==> config.mk <==
export PLATFORM = sky130hd
export DESIGN_NAME = voice_amp_scheduler
export DESIGN_NICKNAME = d
export VERILOG_FILES = /design/src/rtl/voice_amp_scheduler.sv
export SDC_FILE = /design/constraint.sdc
export NUM_CORES = 1
export LEC_CHECK = 0
export ABC_AREA = 0
export CAP_MARGIN = 20
export CORE_MARGIN = 3
export CORE_UTILIZATION = 45
export CTS_CLUSTER_SIZE = 12
export DETAILED_ROUTE_END_ITERATION = 16
export HOLD_SLACK_MARGIN = 0.1
export PLACE_DENSITY_LB_ADDON = 0.08
export SLEW_MARGIN = 20
export SYNTH_ARGS = -nofsm -noshare
export SYNTH_HDL_FRONTEND = slang
export SYNTH_SLANG_ARGS = --single-unit
==> constraint.sdc <==
create_clock -name clk -period 13.15 [get_ports clk]
set_clock_uncertainty 0.1 [all_clocks]
set_input_delay 3.2875 -clock clk [delete_from_list [all_inputs] [get_ports clk]]
set_output_delay 3.2875 -clock clk [all_outputs]
set_load 0.05 [all_outputs]
==> src/rtl/voice_amp_scheduler.sv <==
// Time-multiplexed voice amplitude scaler and mixer: one multiplier, NUM_VOICES voices per sample tick.
// Optional feature: define VOICE_MUTE_EN to add a per-voice mute input snapshotted at the tick.
module voice_amp_scheduler #(
    parameter int unsigned DATA_BITS      = 12,
    parameter int unsigned AMPLITUDE_BITS = 8,
    parameter int unsigned NUM_VOICES     = 4,
    parameter int unsigned VOICE_SEL_BITS = 2
) (
    input  logic                               clk,
    input  logic                               rst,
    input  logic                               sample_tick,
    input  logic [NUM_VOICES*DATA_BITS-1:0]      voice_din,
    input  logic [NUM_VOICES*AMPLITUDE_BITS-1:0] voice_amp,
`ifdef VOICE_MUTE_EN
    input  logic [NUM_VOICES-1:0]                voice_mute,
`endif
    output logic [DATA_BITS-1:0]                 mix_out,
    output logic                                 mix_valid,
    output logic                                 busy,
    output logic                                 overrun
);

    localparam int unsigned PROD_W = DATA_BITS + AMPLITUDE_BITS;
    localparam int unsigned ACC_W  = DATA_BITS + VOICE_SEL_BITS;
    localparam logic [DATA_BITS-1:0]    MID    = {1'b1, {(DATA_BITS-1){1'b0}}};
    localparam logic signed [ACC_W-1:0] ACC_HI = ACC_W'((2 ** (DATA_BITS-1)) - 1);
    localparam logic signed [ACC_W-1:0] ACC_LO = ~ACC_HI;

    typedef enum logic [1:0] {S_IDLE, S_RUN, S_DRAIN, S_DONE} state_t;

    state_t                              r_state;
    state_t                              w_state_nxt;
    logic                                w_load;
    logic                                w_issue;
    logic                                w_last;

    logic [NUM_VOICES*DATA_BITS-1:0]      r_din;
    logic [NUM_VOICES*AMPLITUDE_BITS-1:0] r_amp;
    logic [VOICE_SEL_BITS-1:0]            r_idx;
    logic signed [DATA_BITS-1:0]          r_prod;
    logic                                 r_prod_vld;
    logic signed [ACC_W-1:0]              r_acc;
    logic [DATA_BITS-1:0]                 r_mix_out;
    logic                                 r_mix_valid;
    logic                                 r_busy;
    logic                                 r_overrun;

    logic signed [DATA_BITS-1:0]          w_s;
    logic signed [AMPLITUDE_BITS:0]       w_a;
    logic signed [PROD_W-1:0]             w_prod;
    logic signed [DATA_BITS-1:0]          w_scaled;
    logic                                 w_mute_sel;
    logic signed [ACC_W-1:0]              w_acc_next;
    logic signed [DATA_BITS-1:0]          w_sat;

`ifdef VOICE_MUTE_EN
    logic [NUM_VOICES-1:0]                r_mute;
    assign w_mute_sel = r_mute[r_idx];
`else
    assign w_mute_sel = 1'b0;
`endif

    // Selected voice, converted from offset-binary and scaled by its amplitude
    assign w_s      = r_din[r_idx*DATA_BITS +: DATA_BITS] ^ MID;
    assign w_a      = {1'b0, r_amp[r_idx*AMPLITUDE_BITS +: AMPLITUDE_BITS]};
    assign w_prod   = PROD_W'(w_s) * PROD_W'(w_a);
    assign w_scaled = DATA_BITS'(w_prod >>> AMPLITUDE_BITS);
    assign w_last   = (r_idx == VOICE_SEL_BITS'(NUM_VOICES - 1));

    assign w_acc_next = r_prod_vld ? (r_acc + ACC_W'(r_prod)) : r_acc;

    always_comb begin
        w_sat = w_acc_next[DATA_BITS-1:0];
        if (w_acc_next > ACC_HI) begin
            w_sat = DATA_BITS'(ACC_HI);
        end else if (w_acc_next < ACC_LO) begin
            w_sat = DATA_BITS'(ACC_LO);
        end
    end

    always_ff @(posedge clk) begin
        if (rst) begin
            r_state <= S_IDLE;
        end else begin
            r_state <= w_state_nxt;
        end
    end

    always_comb begin
        w_state_nxt = r_state;
        w_load      = 1'b0;
        w_issue     = 1'b0;
        case (r_state)
            S_IDLE: begin
                if (sample_tick) begin
                    w_state_nxt = S_RUN;
                    w_load      = 1'b1;
                end
            end
            S_RUN: begin
                w_issue = 1'b1;
                if (w_last) begin
                    w_state_nxt = S_DRAIN;
                end
            end
            S_DRAIN: w_state_nxt = S_DONE;
            S_DONE:  w_state_nxt = S_IDLE;
            default: w_state_nxt = S_IDLE;
        endcase
    end

    // Snapshot, issue/accumulate pipeline and registered outputs
    always_ff @(posedge clk) begin
        if (rst) begin
            r_din       <= '0;
            r_amp       <= '0;
            r_idx       <= '0;
            r_prod      <= '0;
            r_prod_vld  <= 1'b0;
            r_acc       <= '0;
            r_mix_out   <= MID;
            r_mix_valid <= 1'b0;
            r_busy      <= 1'b0;
            r_overrun   <= 1'b0;
        end else begin
            r_mix_valid <= (r_state == S_DRAIN);
            r_busy      <= (w_state_nxt != S_IDLE);
            r_prod_vld  <= w_issue;
            if (sample_tick && (r_state != S_IDLE)) begin
                r_overrun <= 1'b1;
            end
            if (w_load) begin
                r_din <= voice_din;
                r_amp <= voice_amp;
                r_idx <= '0;
                r_acc <= '0;
            end else begin
                r_acc <= w_acc_next;
            end
            if (w_issue) begin
                r_prod <= w_mute_sel ? '0 : w_scaled;
                r_idx  <= r_idx + VOICE_SEL_BITS'(1);
            end
            if (r_state == S_DRAIN) begin
                r_mix_out <= w_sat ^ MID;
            end
        end
    end

`ifdef VOICE_MUTE_EN
    always_ff @(posedge clk) begin
        if (rst) begin
            r_mute <= '0;
        end else if (w_load) begin
            r_mute <= voice_mute;
        end
    end
`endif

    assign mix_out   = r_mix_out;
    assign mix_valid = r_mix_valid;
    assign busy      = r_busy;
    assign overrun   = r_overrun;

endmodule

Word-level counts from Yosys, hierarchy flattened:

Cells that the tools add are included.

* add/subtract/negate cells: 2
* multipliers: 2
* $lt $le $gt $ge: 2
* equal/unequal tests: 4
* shifts and indexed selects: 2
* multiplexer cells: 11
* bitwise gates (word level): 2
* reductions and logical operators: 6

Operator list (number)
* $shiftx 48x7->12: 1
* $shiftx 32x6->8: 1
* $mux 12: 2
* $mul 12x9->20: 1
* $add 14x12->14: 1
* $gt 14x12->1 const B: 1
* $lt 14x12->1 const B: 1
* $mux 14: 1
* $mux 2: 4
* $pmux 2 s4: 1
* $eq 2x2->1 const B: 3
* $reduce_bool 2->1: 3
* $mul 2x2->4 const B: 1
* $mux 1: 3
* $add 2x1->2 const B: 1
* $eq 2x1->1 const B: 1
* $logic_not 2->1: 1
* $not 1->1: 2
* $reduce_or 2->1: 1
* $logic_and 1x1->1: 1

* register bits: 126
* input port bits: 83
* output and inout port bits: 15
* word-level logic and storage cells: 42

Logic depth before layout (Yosys ltp):

* word-level depth: 6
* mapped depth: 21
* gate-level depth less buffers: 18

Least setup slack after synthesis:

Ideal clock, no wire load.

* path type: reg-to-reg
* from: register r_idx[0]
* to: register r_prod[11]
* library setup time: 0.132 ns
* data arrival time: 5.534 ns
* slack: 7.384 ns
* stages on the path, launching flop included: 21
* buffers on the path: 3
* cell sequence: dfxtp_1 -> buf_6 -> buf_2 -> buf_2 -> mux4_2 -> nand2_1 -> fa_1 -> inv_1 -> fa_1 -> fa_1 -> inv_1 -> fa_1 -> inv_1 -> ha_1 -> a21o_1 -> a21o_1 -> o311ai_4 -> a211oi_1 -> or4_1 -> nand3_1 -> a21oi_1

* word-level cells in the longest chain between the ends: 4
* elaborated cells between the ends (all ways): 5
* classes of those cells: 2 x mul; 2 x shift; 1 x bitwise

RTL lines
* from (decl): line 39 `logic [VOICE_SEL_BITS-1:0] r_idx;`
* from (signal assigned): line 142 `r_idx <= r_idx + VOICE_SEL_BITS'(1);`
* $mul 2x2->4: line 64 `assign w_s = r_din[r_idx*DATA_BITS +: DATA_BITS] ^ MID;`
* $shiftx 48x7->12: line 64
* $not 1->1 (no line)
* $mul 12x9->20 *: line 66 `assign w_prod = PROD_W'(w_s) * PROD_W'(w_a);`
* to (signal assigned): line 141 `r_prod <= w_mute_sel ? '0 : w_scaled;`
* to (decl): line 40 `logic signed [DATA_BITS-1:0] r_prod;`

Every way passes the cells marked *; elsewhere a longest branch is shown, timed or not.
A chain may end at the register's enable or synchronous reset.

Worst setup path after layout:

* from: register r_idx[1]
* to: register r_prod[11]

Same word-level chain as after synthesis.

==> metrics.log <==
[metrics] Die X: 146 um
[metrics] Worst Setup Path Type: flip-flop to flip-flop
[metrics] total via count in the routed design: 6970
[metrics] number of buffers created by CTS: 17
[metrics] final setup TNS: 0 ns
[metrics] global route overflow: 0
[metrics] Clock Root Buffer: sky130_fd_sc_hd__clkbuf_16
[metrics] wirelength, routed: 22400 um
[metrics] worst endpoint data arrival time: 6.27 ns
[metrics] Cells after DPL: 1340
[metrics] full die area: 21300 um^2
[metrics] max-cap viol count: 0
[metrics] Avg Cell Area, Syn: 8.58 um^2
[metrics] crit path time final: 6.10 ns
[metrics] proportion of register bits with asynchronous set or reset after synthesis: 0%
[metrics] number of ports placed on the die boundary: 98
[metrics] number of detailed-routing iterations run before antenna repair: 4
[metrics] length of routed met3 wiring: 1180 um
[metrics] TritonCTS clock tree: yes
[metrics] Placement Setup Slack: 7.07 ns
[metrics] maximum buffer depth of the clock tree: 2
[metrics] routability cong.: 0.852
[metrics] share of layout cells above drive strength 1: 6.29%
[metrics] number of instances on the worst hold path: 2
[metrics] FMAX: 164 MHz
[metrics] post_cts resized: 0
[metrics] Critical Path Fanout Max: 23
[metrics] number of H-tree levels: 4
[metrics] final number of setup-violating endpoints: 0
[metrics] register bit count reported by yosys: 126
[metrics] total global routing track utilization: 21.6%
[metrics] worst-case vdd ir drop: 0.0000846 V
[metrics] worst slew slack as a fraction of its limit: 27.7%
[metrics] clock tree sinks: 126
[metrics] run status: finished, final reports clean
[metrics] required arrival time at the worst endpoint: 13.31 ns
[metrics] type of origin of the critical path: flip-flop
[metrics] number of enable-type register cells in the synthesized netlist: 0
[metrics] count of final hold-check violations: 0
[metrics] depth of the worst register-to-register path: 17
[metrics] DRC violations left: 0
[metrics] maximum number of pins on one net before global-route repair: 96
[metrics] global-route wire length before repair: 37200 um
[metrics] number of global-route vias before repair: 6914
[metrics] setup repair after global routing missed its margin: false
[metrics] Netlist Area Pre-Place: 8820 um^2
[metrics] fin cells: 1372
[metrics] cells after synthesis: 1028
[metrics] number of nets still failing antenna checks after routing: 0
[metrics] estimated wirelength of the detail-placed design: 16900 um
[metrics] leak pwr: 4.61 nW
[metrics] core area: 19000 um^2
[metrics] count of standard-cell rows: 50
[metrics] Nets: 1307
[metrics] Clock transition at path regs: 0.07 ns
[metrics] Pins Over Slew Limit: 0
[metrics] layout overhead on the synthesized area: 19.9%
[metrics] DR WL met2: 9540 um
[metrics] Wirelength per Cell: 16.4 um
[metrics] share of synthesized area occupied by flip-flops and latches: 28.6%
[metrics] power per standard cell area: 117 nW/um^2
[metrics] top_reg_cell synth: sky130_fd_sc_hd__dfxtp_1
[metrics] antenna diode count: 0
[metrics] Via-to-Cell Ratio: 5.08
[metrics] vertical extent of the die: 146 um
[metrics] final critical-path share of the clock period: 46.4%
[metrics] slew of the pin with the lowest slew margin: 1.08 ns
[metrics] initial antenna violation count: 0
[metrics] Worst-Skew Late Latency: 0.42 ns
[metrics] yosys warns: 0
[metrics] highest routed layer: met4
[metrics] Starting Density: 46.5%
[metrics] post-CTS repair timing setup buffer count: 0
[metrics] worst min-delay path class: flip-flop to flip-flop
[metrics] number of DRC violations after detailed-routing iteration 0: 369
[metrics] Worst setup EP type: flip-flop
[metrics] number of distinct library cells after synthesis: 57
[metrics] number of buffers inserted for hold repair after clock tree synthesis: 0
[metrics] nets in the synthesized netlist: 1236
[metrics] met1 routed wirelength after detailed routing: 11600 um
[metrics] smallest setup slack after layout: 7.05 ns
[metrics] count of input and output buffers: 97
[kinds of logic (layout without fill, tap and decap cells)]
family                   count (synthesis)  count (layout)  share of synthesized area [%]
AO/OA/AOI/OAI                          191             191                           12.8
adder cells (fa/ha/maj)                125             125                           24.2
buffers and inverters                  165             249                           7.16
XOR/XNOR                                19              19                           1.89
multiplexers                            26              26                           5.93
AND/OR/NAND/NOR                        376             376                           19.4
flip-flops                             126             126                           28.6
[critical path, stage by stage, from the launching register on]
cell	delay [ns]
sky130_fd_sc_hd__dfxtp_1	1.03
sky130_fd_sc_hd__mux4_2	0.55
sky130_fd_sc_hd__nand2_1	0.11
sky130_fd_sc_hd__fa_1	0.54
sky130_fd_sc_hd__inv_1	0.06
sky130_fd_sc_hd__fa_1	0.47
sky130_fd_sc_hd__fa_1	0.55
sky130_fd_sc_hd__inv_1	0.06
sky130_fd_sc_hd__fa_1	0.53
sky130_fd_sc_hd__inv_1	0.04
sky130_fd_sc_hd__ha_1	0.34
sky130_fd_sc_hd__a21o_1	0.19
sky130_fd_sc_hd__a21o_1	0.22
sky130_fd_sc_hd__o311ai_4	0.38
sky130_fd_sc_hd__a211oi_1	0.15
sky130_fd_sc_hd__or4_1	0.47
sky130_fd_sc_hd__nand3_1	0.09
sky130_fd_sc_hd__a21oi_1	0.06
[registers in the layout, summed over array words and instances, names as in the netlist]
name / count
r_acc: 14
r_idx: 2
r_din: 48
mix_out: 12
mix_valid: 1
overrun: 1
r_prod_vld: 1
busy: 1
r_state: 2
r_prod: 12
r_amp: 32
[power breakdown]
group | switching, W | leakage, nW | internal [W]
Sequential | 0.0000203 | 1.03 | 0.000406
Combinational | 0.000179 | 3.28 | 0.000132
Clock | 0.000210 | 0.300 | 0.000290
[area by class of cell]
type	instances	area, um^2
Clock inverter	15	190
Clock buffer	17	425
Sequential cell	126	2520
Fill cell	1746	8380
Tap cell	260	325
Timing Repair Buffer	104	1020
Inverter	113	424
Multi-Input combinational cell	737	5670
[worst paths after layout]
| kind | startpoint | end | slack [ns] |
|---|---|---|---|
| worst max register to register | r_idx[1] | r_prod[11] | 7.05 |
| worst max-delay path | r_idx[1] | r_prod[11] | 7.05 |
| worst min register to register | r_din[38] | r_din[38] | 0.35 |
| worst min-delay path | r_din[38] | r_din[38] | 0.35 |
[placed cells by master, fill, tap and decap left out, types with 10 or more instances in the layout]
cell	Yosys	layout
sky130_fd_sc_hd__o21ai_0	23	23
sky130_fd_sc_hd__dfxtp_1	126	126
sky130_fd_sc_hd__xnor2_1	10	10
sky130_fd_sc_hd__and2_1	50	49
sky130_fd_sc_hd__nand2b_1	15	15
sky130_fd_sc_hd__mux4_2	21	21
sky130_fd_sc_hd__nand3_1	12	12
sky130_fd_sc_hd__nor2b_1	12	12
sky130_fd_sc_hd__clkbuf_16	0	17
sky130_fd_sc_hd__ha_1	49	49
sky130_fd_sc_hd__inv_1	113	113
sky130_fd_sc_hd__nand2_1	234	233
sky130_fd_sc_hd__a21oi_1	117	117
sky130_fd_sc_hd__fa_1	76	76
sky130_fd_sc_hd__nor2_1	27	27
sky130_fd_sc_hd__clkdlybuf4s50_1	0	96
[per-stage QoR]
step	instance area (um^2)	power [W]	util, %	hold WS (ns)
finish	10600	0.00124	55.8	0.352
global placement	9960	0.000744	52.5	0.341
CTS	10600	0.00125	55.8	0.356
global route	10600	0.00131	55.8	0.373
floorplan	8820	0.000655	-	0.333
detailed placement	9960	0.000746	52.5	0.347
[cell usage after synthesis (10+ instances only)]
cell	n	share of area, %
sky130_fd_sc_hd__xnor2_1	10	0.99
sky130_fd_sc_hd__o21ai_0	23	1.3
sky130_fd_sc_hd__fa_1	76	17
sky130_fd_sc_hd__and2_1	50	3.5
sky130_fd_sc_hd__nand2b_1	15	1.1
sky130_fd_sc_hd__nor2_1	27	1.1
sky130_fd_sc_hd__inv_1	113	4.8
sky130_fd_sc_hd__mux4_2	21	5.4
sky130_fd_sc_hd__clkbuf_1	40	1.7
sky130_fd_sc_hd__a21oi_1	117	6.6
sky130_fd_sc_hd__nand2_1	234	10
sky130_fd_sc_hd__ha_1	49	7.0
sky130_fd_sc_hd__dfxtp_1	126	29
sky130_fd_sc_hd__nor2b_1	12	0.85
sky130_fd_sc_hd__nand3_1	12	0.68
[routing by layer]
metal / up-vias / track usage [%]
met3: 14 / 4.48
met4: 0 / 3.95
met1: 3287 / 33.8
met5: - / 0
li1: 3497 / -
met2: 172 / 31.2
(Power assumes the default switching activity.)
